**src/rtl/intersection_phase_scheduler_pkg.sv**
```systemverilog
// Shared state encodings, phase codes and grant patterns for the intersection scheduler
// and the display/colour decoders that follow its outputs.
package intersection_phase_scheduler_pkg;

  typedef enum logic [3:0] {
    ST_MAIN_G = 4'd0,
    ST_MAIN_Y = 4'd1,
    ST_RED_A  = 4'd2,
    ST_SIDE_G = 4'd3,
    ST_SIDE_Y = 4'd4,
    ST_PED_W  = 4'd5,
    ST_PED_C  = 4'd6,
    ST_RED_B  = 4'd7,
    ST_EMG    = 4'd8
  } state_t;

  localparam logic [2:0] PH_MAIN_G = 3'd0;
  localparam logic [2:0] PH_MAIN_Y = 3'd1;
  localparam logic [2:0] PH_RED    = 3'd2;
  localparam logic [2:0] PH_SIDE_G = 3'd3;
  localparam logic [2:0] PH_SIDE_Y = 3'd4;
  localparam logic [2:0] PH_PED_W  = 3'd5;
  localparam logic [2:0] PH_PED_C  = 3'd6;
  localparam logic [2:0] PH_EMG    = 3'd7;

  localparam logic [2:0] GR_NONE = 3'b000;
  localparam logic [2:0] GR_MAIN = 3'b001;
  localparam logic [2:0] GR_SIDE = 3'b010;
  localparam logic [2:0] GR_PED  = 3'b100;

  function automatic logic [2:0] phase_of(input state_t s);
    logic [2:0] p;
    p = PH_MAIN_G;
    case (s)
      ST_MAIN_G: p = PH_MAIN_G;
      ST_MAIN_Y: p = PH_MAIN_Y;
      ST_RED_A,
      ST_RED_B:  p = PH_RED;
      ST_SIDE_G: p = PH_SIDE_G;
      ST_SIDE_Y: p = PH_SIDE_Y;
      ST_PED_W:  p = PH_PED_W;
      ST_PED_C:  p = PH_PED_C;
      ST_EMG:    p = PH_EMG;
      default:   p = PH_MAIN_G;
    endcase
    return p;
  endfunction

  function automatic logic [2:0] grant_of(input state_t s);
    logic [2:0] g;
    g = GR_NONE;
    case (s)
      ST_MAIN_G, ST_MAIN_Y: g = GR_MAIN;
      ST_SIDE_G, ST_SIDE_Y: g = GR_SIDE;
      ST_PED_W,  ST_PED_C:  g = GR_PED;
      default:              g = GR_NONE;
    endcase
    return g;
  endfunction

endpackage

```
**src/rtl/intersection_phase_scheduler_tick_prescaler.sv**
```systemverilog
// Free-running divider producing a one-cycle tick every TICK_DIV clocks.
module tick_prescaler #(
  parameter int unsigned TICK_DIV = 50_000_000
) (
  input  logic clk,
  input  logic rst_n,
  output logic tick
);

  localparam int unsigned CW = (TICK_DIV > 2) ? $clog2(TICK_DIV) : 1;
  localparam logic [CW-1:0] LAST = CW'(TICK_DIV - 1);

  logic [CW-1:0] cnt;

  always_ff @(posedge clk or negedge rst_n) begin
    if (!rst_n)           cnt <= '0;
    else if (cnt == LAST) cnt <= '0;
    else                  cnt <= cnt + CW'(1);
  end

  assign tick = (cnt == LAST);

endmodule

```
**src/rtl/intersection_phase_scheduler.sv**
```systemverilog
// Right-of-way sequencer for one intersection: main road by default, side road and
// pedestrian served round-robin, emergency pre-emption overriding everything.
//
//  state   | meaning
//  MAIN_G  | main green, waits for pending request once minimum time expired
//  MAIN_Y  | main yellow
//  RED_A   | all red, then picks side or ped
//  SIDE_G  | side green
//  SIDE_Y  | side yellow
//  PED_W   | pedestrian walk
//  PED_C   | pedestrian clearance
//  RED_B   | all red before returning to main
//  EMG     | emergency pre-emption, all red
module intersection_phase_scheduler
  import intersection_phase_scheduler_pkg::*;
#(
  parameter int unsigned TICK_DIV = 50_000_000,
  parameter int unsigned MAIN_MIN = 30,
  parameter int unsigned SIDE_GRN = 30,
  parameter int unsigned PED_WALK = 20,
  parameter int unsigned YEL      = 3,
  parameter int unsigned ALL_RED  = 2,
  parameter int unsigned EMG_HOLD = 10
) (
  input  logic       clk,
  input  logic       rst_n,
  input  logic       req_side,
  input  logic       req_ped,
  input  logic       emergency,
  output logic [2:0] grant,
  output logic [2:0] phase,
  output logic [7:0] remain
);

  if (TICK_DIV < 2 ||
      MAIN_MIN < 1 || MAIN_MIN > 255 || SIDE_GRN < 1 || SIDE_GRN > 255 ||
      PED_WALK < 1 || PED_WALK > 255 || YEL < 1 || YEL > 255 ||
      ALL_RED < 1 || ALL_RED > 255 || EMG_HOLD < 1 || EMG_HOLD > 255) begin : g_bad_param
    $error("intersection_phase_scheduler: durations must be 1..255 and TICK_DIV >= 2");
  end

  function automatic logic [7:0] dur_of(input state_t s);
    logic [7:0] d;
    d = 8'(MAIN_MIN);
    case (s)
      ST_MAIN_G:            d = 8'(MAIN_MIN);
      ST_MAIN_Y, ST_SIDE_Y,
      ST_PED_C:             d = 8'(YEL);
      ST_RED_A, ST_RED_B:   d = 8'(ALL_RED);
      ST_SIDE_G:            d = 8'(SIDE_GRN);
      ST_PED_W:             d = 8'(PED_WALK);
      ST_EMG:               d = 8'(EMG_HOLD);
      default:              d = 8'(MAIN_MIN);
    endcase
    return d;
  endfunction

  logic       tick;
  state_t     state, state_n;
  logic [7:0] remain_n;
  logic       pend_side, pend_ped, rr_ped;
  logic       enter_side, enter_ped;

  tick_prescaler #(.TICK_DIV(TICK_DIV)) u_tick (
    .clk   (clk),
    .rst_n (rst_n),
    .tick  (tick)
  );

  always_comb begin
    state_n  = state;
    remain_n = remain;
    if (emergency) begin
      state_n  = ST_EMG;
      remain_n = 8'(EMG_HOLD);
    end else if (tick) begin
      if (remain != 8'd1) begin
        remain_n = remain - 8'd1;
      end else begin
        case (state)
          ST_MAIN_G: if (pend_side || pend_ped) state_n = ST_MAIN_Y;
          ST_MAIN_Y: state_n = ST_RED_A;
          ST_RED_A: begin
            if (pend_side && pend_ped) state_n = rr_ped ? ST_PED_W : ST_SIDE_G;
            else if (pend_side)        state_n = ST_SIDE_G;
            else if (pend_ped)         state_n = ST_PED_W;
            else                       state_n = ST_MAIN_G;
          end
          ST_SIDE_G: state_n = ST_SIDE_Y;
          ST_SIDE_Y: state_n = ST_RED_B;
          ST_PED_W:  state_n = ST_PED_C;
          ST_PED_C:  state_n = ST_RED_B;
          ST_RED_B:  state_n = ST_MAIN_G;
          ST_EMG:    state_n = ST_RED_B;
          default:   state_n = ST_MAIN_G;
        endcase
        // MAIN_G with nothing pending stays put and keeps showing 1
        if (state_n != state) remain_n = dur_of(state_n);
      end
    end
  end

  assign enter_side = (state_n == ST_SIDE_G) && (state != ST_SIDE_G);
  assign enter_ped  = (state_n == ST_PED_W)  && (state != ST_PED_W);

  always_ff @(posedge clk or negedge rst_n) begin
    if (!rst_n) begin
      state     <= ST_MAIN_G;
      remain    <= 8'(MAIN_MIN);
      grant     <= GR_MAIN;
      phase     <= PH_MAIN_G;
      pend_side <= 1'b0;
      pend_ped  <= 1'b0;
      rr_ped    <= 1'b0;
    end else begin
      state     <= state_n;
      remain    <= remain_n;
      grant     <= grant_of(state_n);
      phase     <= phase_of(state_n);
      pend_side <= (pend_side | req_side) & ~enter_side;
      pend_ped  <= (pend_ped  | req_ped)  & ~enter_ped;
      if (enter_side)     rr_ped <= 1'b1;
      else if (enter_ped) rr_ped <= 1'b0;
    end
  end

endmodule
```
**config.mk**
```make
export PLATFORM = sky130hd
export DESIGN_NAME = intersection_phase_scheduler
export DESIGN_NICKNAME = d
export VERILOG_FILES = /design/src/rtl/intersection_phase_scheduler_pkg.sv /design/src/rtl/intersection_phase_scheduler_tick_prescaler.sv /design/src/rtl/intersection_phase_scheduler.sv
export SDC_FILE = /design/constraint.sdc
export NUM_CORES = 1
export LEC_CHECK = 0
export CAP_MARGIN = 20
export CORE_ASPECT_RATIO = 1.75
export CORE_MARGIN = 2
export CORE_UTILIZATION = 41
export DETAILED_ROUTE_END_ITERATION = 6
export GPL_ROUTABILITY_DRIVEN = 0
export PLACE_DENSITY_LB_ADDON = 0.05
export SLEW_MARGIN = 25
export SYNTH_ARGS = -nofsm -noshare
export SYNTH_HDL_FRONTEND = slang
export SYNTH_SLANG_ARGS = --single-unit
```
**constraint.sdc**
```tcl
create_clock -name clk -period 2.9 [get_ports clk]
set_input_delay 0.58 -clock clk [delete_from_list [all_inputs] [get_ports clk]]
set_output_delay 0.58 -clock clk [all_outputs]
set_load 0.01 [all_outputs]
```
==> reports/summary.log <==
qor: global_route.use_met3 0.0310
qor: synth.synth_async_sr_flop_share 1.00
qor: min_path.worstHoldPathType in2async
qor: drt.avgRoutedWirePerCell 15.7 µm
qor: final_layout.drive_gt1_frac 0.128
qor: global_route.grt_pass1_wl 9940 µm
qor: timing.report.final.slew_viol_count 0
qor: place.dpl.hpwl 4270 µm
qor: drt.first_iter_violations 113
qor: drt.final_routed_wirelength_across_all_metal_layers 5890 µm
qor: clock_network.clock-sinks 47
qor: drt.routed-via-count 2042
qor: timing.timing.final.crit_period 2.64 ns
qor: synth.synthesis.area_per_instance 9.54 µm²
qor: die.die_span_in_x 64.1 µm
qor: worst_setup_path.cp-start-kind flop
qor: synth.synthCells 272
qor: worst_setup_path.worst_r2r_endpoint remain[4]
qor: synth.postSynthRegisterBits 47
qor: final_layout.antenna_cells 0
qor: power.max-vdd-ir-drop 0.000281 V
qor: worst_setup_path.r2r_start state[2]
qor: power.leakagePower 1.26 nW
qor: final_layout.final.fill_count 613
qor: drt.vias_cell 5.43
qor: global_route.met2_usage 0.342
qor: worst_setup_path.timing.critical_path.slowest_cell_delay 0.72 ns
qor: status.run_status finished, final reports clean
qor: power.power.density 374 nW/µm²
qor: worst_setup_path.r2r_setup_slack 0.26 ns
qor: clock_network.insertion_delay 0.30 ns
qor: worst_setup_path.worstRegToRegCells 8
qor: clock_network.tritoncts done
qor: drt.pre_repair_dr_iteration_count 4
qor: synth.synth-warning-count 0
qor: synth.synth_cell_type_count 53
qor: timing.report.final.hold_viol_count 0
qor: synth.netlist_area 2590 µm²
qor: clock_network.max-clock-path-buffers 2
qor: die.num_rows 38
qor: flow_run.drv.max_cap_violation_count 0
qor: global_route.track_usage 0.184
qor: timing.layout_worst_path_cycle_share 0.909
qor: clock_network.htreeDepth 2
qor: synth.dominantRegCellSynth dfrtp_1
qor: global_route.busiest_layer met2
qor: global_route.groute.layer.met1.usage 0.206
qor: timing.max_clock_freq 0.379 GHz
qor: clock_network.cts_inserted_buffers 5
qor: global_route.grt_antenna_before_repair 0
qor: timing.setup_violations 0
qor: final_layout.num-nets-final 305
qor: final_layout.area_growth 15.4%
qor: synth.synth.net_count 282
qor: worst_setup_path.worst-path-max-fanout 12
qor: final_layout.mostFrequentLayoutCells 44 x nor2_1, 42 x dfrtp_1, 17 x clkdlybuf4s50_1
qor: timing.rsz_0062_raised_after_global_routing false
qor: place.io_buffer_count 18
qor: clock_network.post_cts_setup_inserts 0
qor: worst_setup_path.worst_ep_required_time 3.11 ns
qor: timing.clock-skew-final 0.00623 ns
qor: worst_setup_path.crit_path_end_kind flop
qor: drt.drt_drc_violations_left 0
qor: worst_setup_path.timing.critical_path.cells or4b_2 > o31a_1 > ha_1 > inv_1 > a311oi_1 > a211oi_2 > o21ai_0 > a311oi_1
qor: drt.drtAntennaViolNets 0
qor: worst_setup_path.critPathBufInv 1
qor: die.design.core.area 6180 µm²
qor: timing.fin_setup_tns 0 ns
qor: global_route.globalRoute.totalOverflow 0
qor: final_layout.most_common_cell_after_layout_fill_and_taps_aside nor2_1
qor: die.floorplan.initialDensity 0.420
qor: clock_network.worst_setup_hold_path_clk_slew 0.09 ns
qor: place.placed_cell_area 2890 µm²
qor: global_route.first_global_vias 2067
qor: die.die-area 7010 µm²
qor: worst_setup_path.timing_worst_setup_path_type reg2reg
qor: final_layout.design_area 3000 µm²
qor: worst_setup_path.cpMostUsedCell a311oi_1
qor: worst_setup_path.timing.critical_path.depth 8
qor: timing.worst_slew_pin_slew 0.618 ns
qor: worst_setup_path.slowest_stage or4b_2
qor: die.io_pins 19
qor: global_route.grt_max_degree 48
qor: worst_setup_path.critical-path-top-delay-family compound AO/OA/AOI/OAI gates
qor: die.chip_height 109 µm
qor: timing.max-slew-margin-rel 0.588
qor: clock_network.clk_root_buffer_cell clkbuf_8
qor: synth.synth_sequential_area_ratio 0.456
qor: worst_setup_path.data_arrival_time_of_the_critical_path 2.85 ns
qor: synth.synth_enable_flop_cells 0
[synthesized netlist by cell type (all sizes together) (2+ instances only)]
library cell	number	area share
or2	2	0.0048
mux2i	3	0.012
inv	8	0.012
or4b	3	0.014
ha	5	0.024
a21o	3	0.0087
dfrtp	42	0.41
dfstp	5	0.051
nor4	4	0.015
a21oi	11	0.021
or4	3	0.010
and3	6	0.014
clkbuf	8	0.012
buf	2	0.0039
o21ai	9	0.017
a311oi	3	0.010
xnor2	13	0.044
o31ai	2	0.0058
a211oi	6	0.021
nand3	16	0.031
nand4	7	0.017
nor2	45	0.066
nand2	10	0.014
a31o	2	0.0068
xor2	12	0.041
a31oi	3	0.0072
and2	4	0.0096
nor2b	2	0.0048
nor3	13	0.029
nand2b	2	0.0048
and4	3	0.011
[cells by family (layout without fill, tap and decap cells)]
| group | Yosys count | count (layout) | synth area share |
|---|---|---|---|
| buf+inv | 18 | 42 | 0.0270 |
| xor+xnor | 25 | 25 | 0.0844 |
| mux | 3 | 3 | 0.0116 |
| compound gates | 48 | 48 | 0.131 |
| fa+ha+maj | 5 | 5 | 0.0241 |
| simple gates | 126 | 126 | 0.267 |
| flops | 47 | 47 | 0.456 |
[power breakdown]
group,switching [mW],internal [mW],leakage (nW)
sequential,0.000000000000000764,0.655,0.593
clock,0.223,0.218,0.0515
combinational,0.0186,0.00614,0.613
total,0.242,0.879,1.26
[metal layers]
metal	vias up	routed length, µm
met4	0	136
met2	32	3250
met5	-	0
li1	1020	-
met1	979	2380
met3	11	124
[per-stage QoR]
| stage | setup slack (ns) | power (mW) | utilization | hold slack [ns] | std cells |
|---|---|---|---|---|---|
| finish | 0.263 | 1.12 | 0.485 | 0.357 | 376 |
| detailed placement | 0.206 | 0.694 | 0.468 | 0.471 | 368 |
| floorplan | 0.482 | 0.672 | - | 0.284 | 272 |
| CTS | 0.148 | 1.14 | 0.484 | 0.384 | 376 |
| global route | 0.0833 | 1.17 | 0.485 | 0.409 | 376 |
| global placement | 0.201 | 0.693 | 0.468 | 0.471 | 368 |
[worst max path at each step]
stage	start	endpoint	slack (ns)
after floorplan	u_tick.cnt[7]	remain[4]	0.48
after global placement	state[2]	remain[4]	0.20
final	state[2]	remain[4]	0.26
after global routing	state[2]	remain[4]	0.08
after detailed placement	state[2]	remain[4]	0.21
after CTS	state[2]	remain[4]	0.15
[registers in the layout (all words and copies together), names as in the netlist]
| register | flops |
|---|---|
| grant | 3 |
| pend_ped | 1 |
| rr_ped | 1 |
| remain | 8 |
| phase | 3 |
| pend_side | 1 |
| state | 4 |
| u_tick.cnt | 26 |
[what timing repair did]
| item | CTS | global route |
|---|---|---|
| resized for setup | 0 | 1 |
| endpoints found under the setup margin | 0 | 1 |
| hold buffers | 0 | 0 |
[final cells by class]
class | count | area [µm²] | share of cell area
repair buffers | 26 | 235 | 0.0785
multi-input cells | 207 | 1350 | 0.450
inverters | 8 | 30.0 | 0.0100
well taps | 80 | 100 | 0.0334
clock buffers | 8 | 100 | 0.0334
flip-flops and latches | 47 | 1180 | 0.395
(Power assumes the default switching activity.)
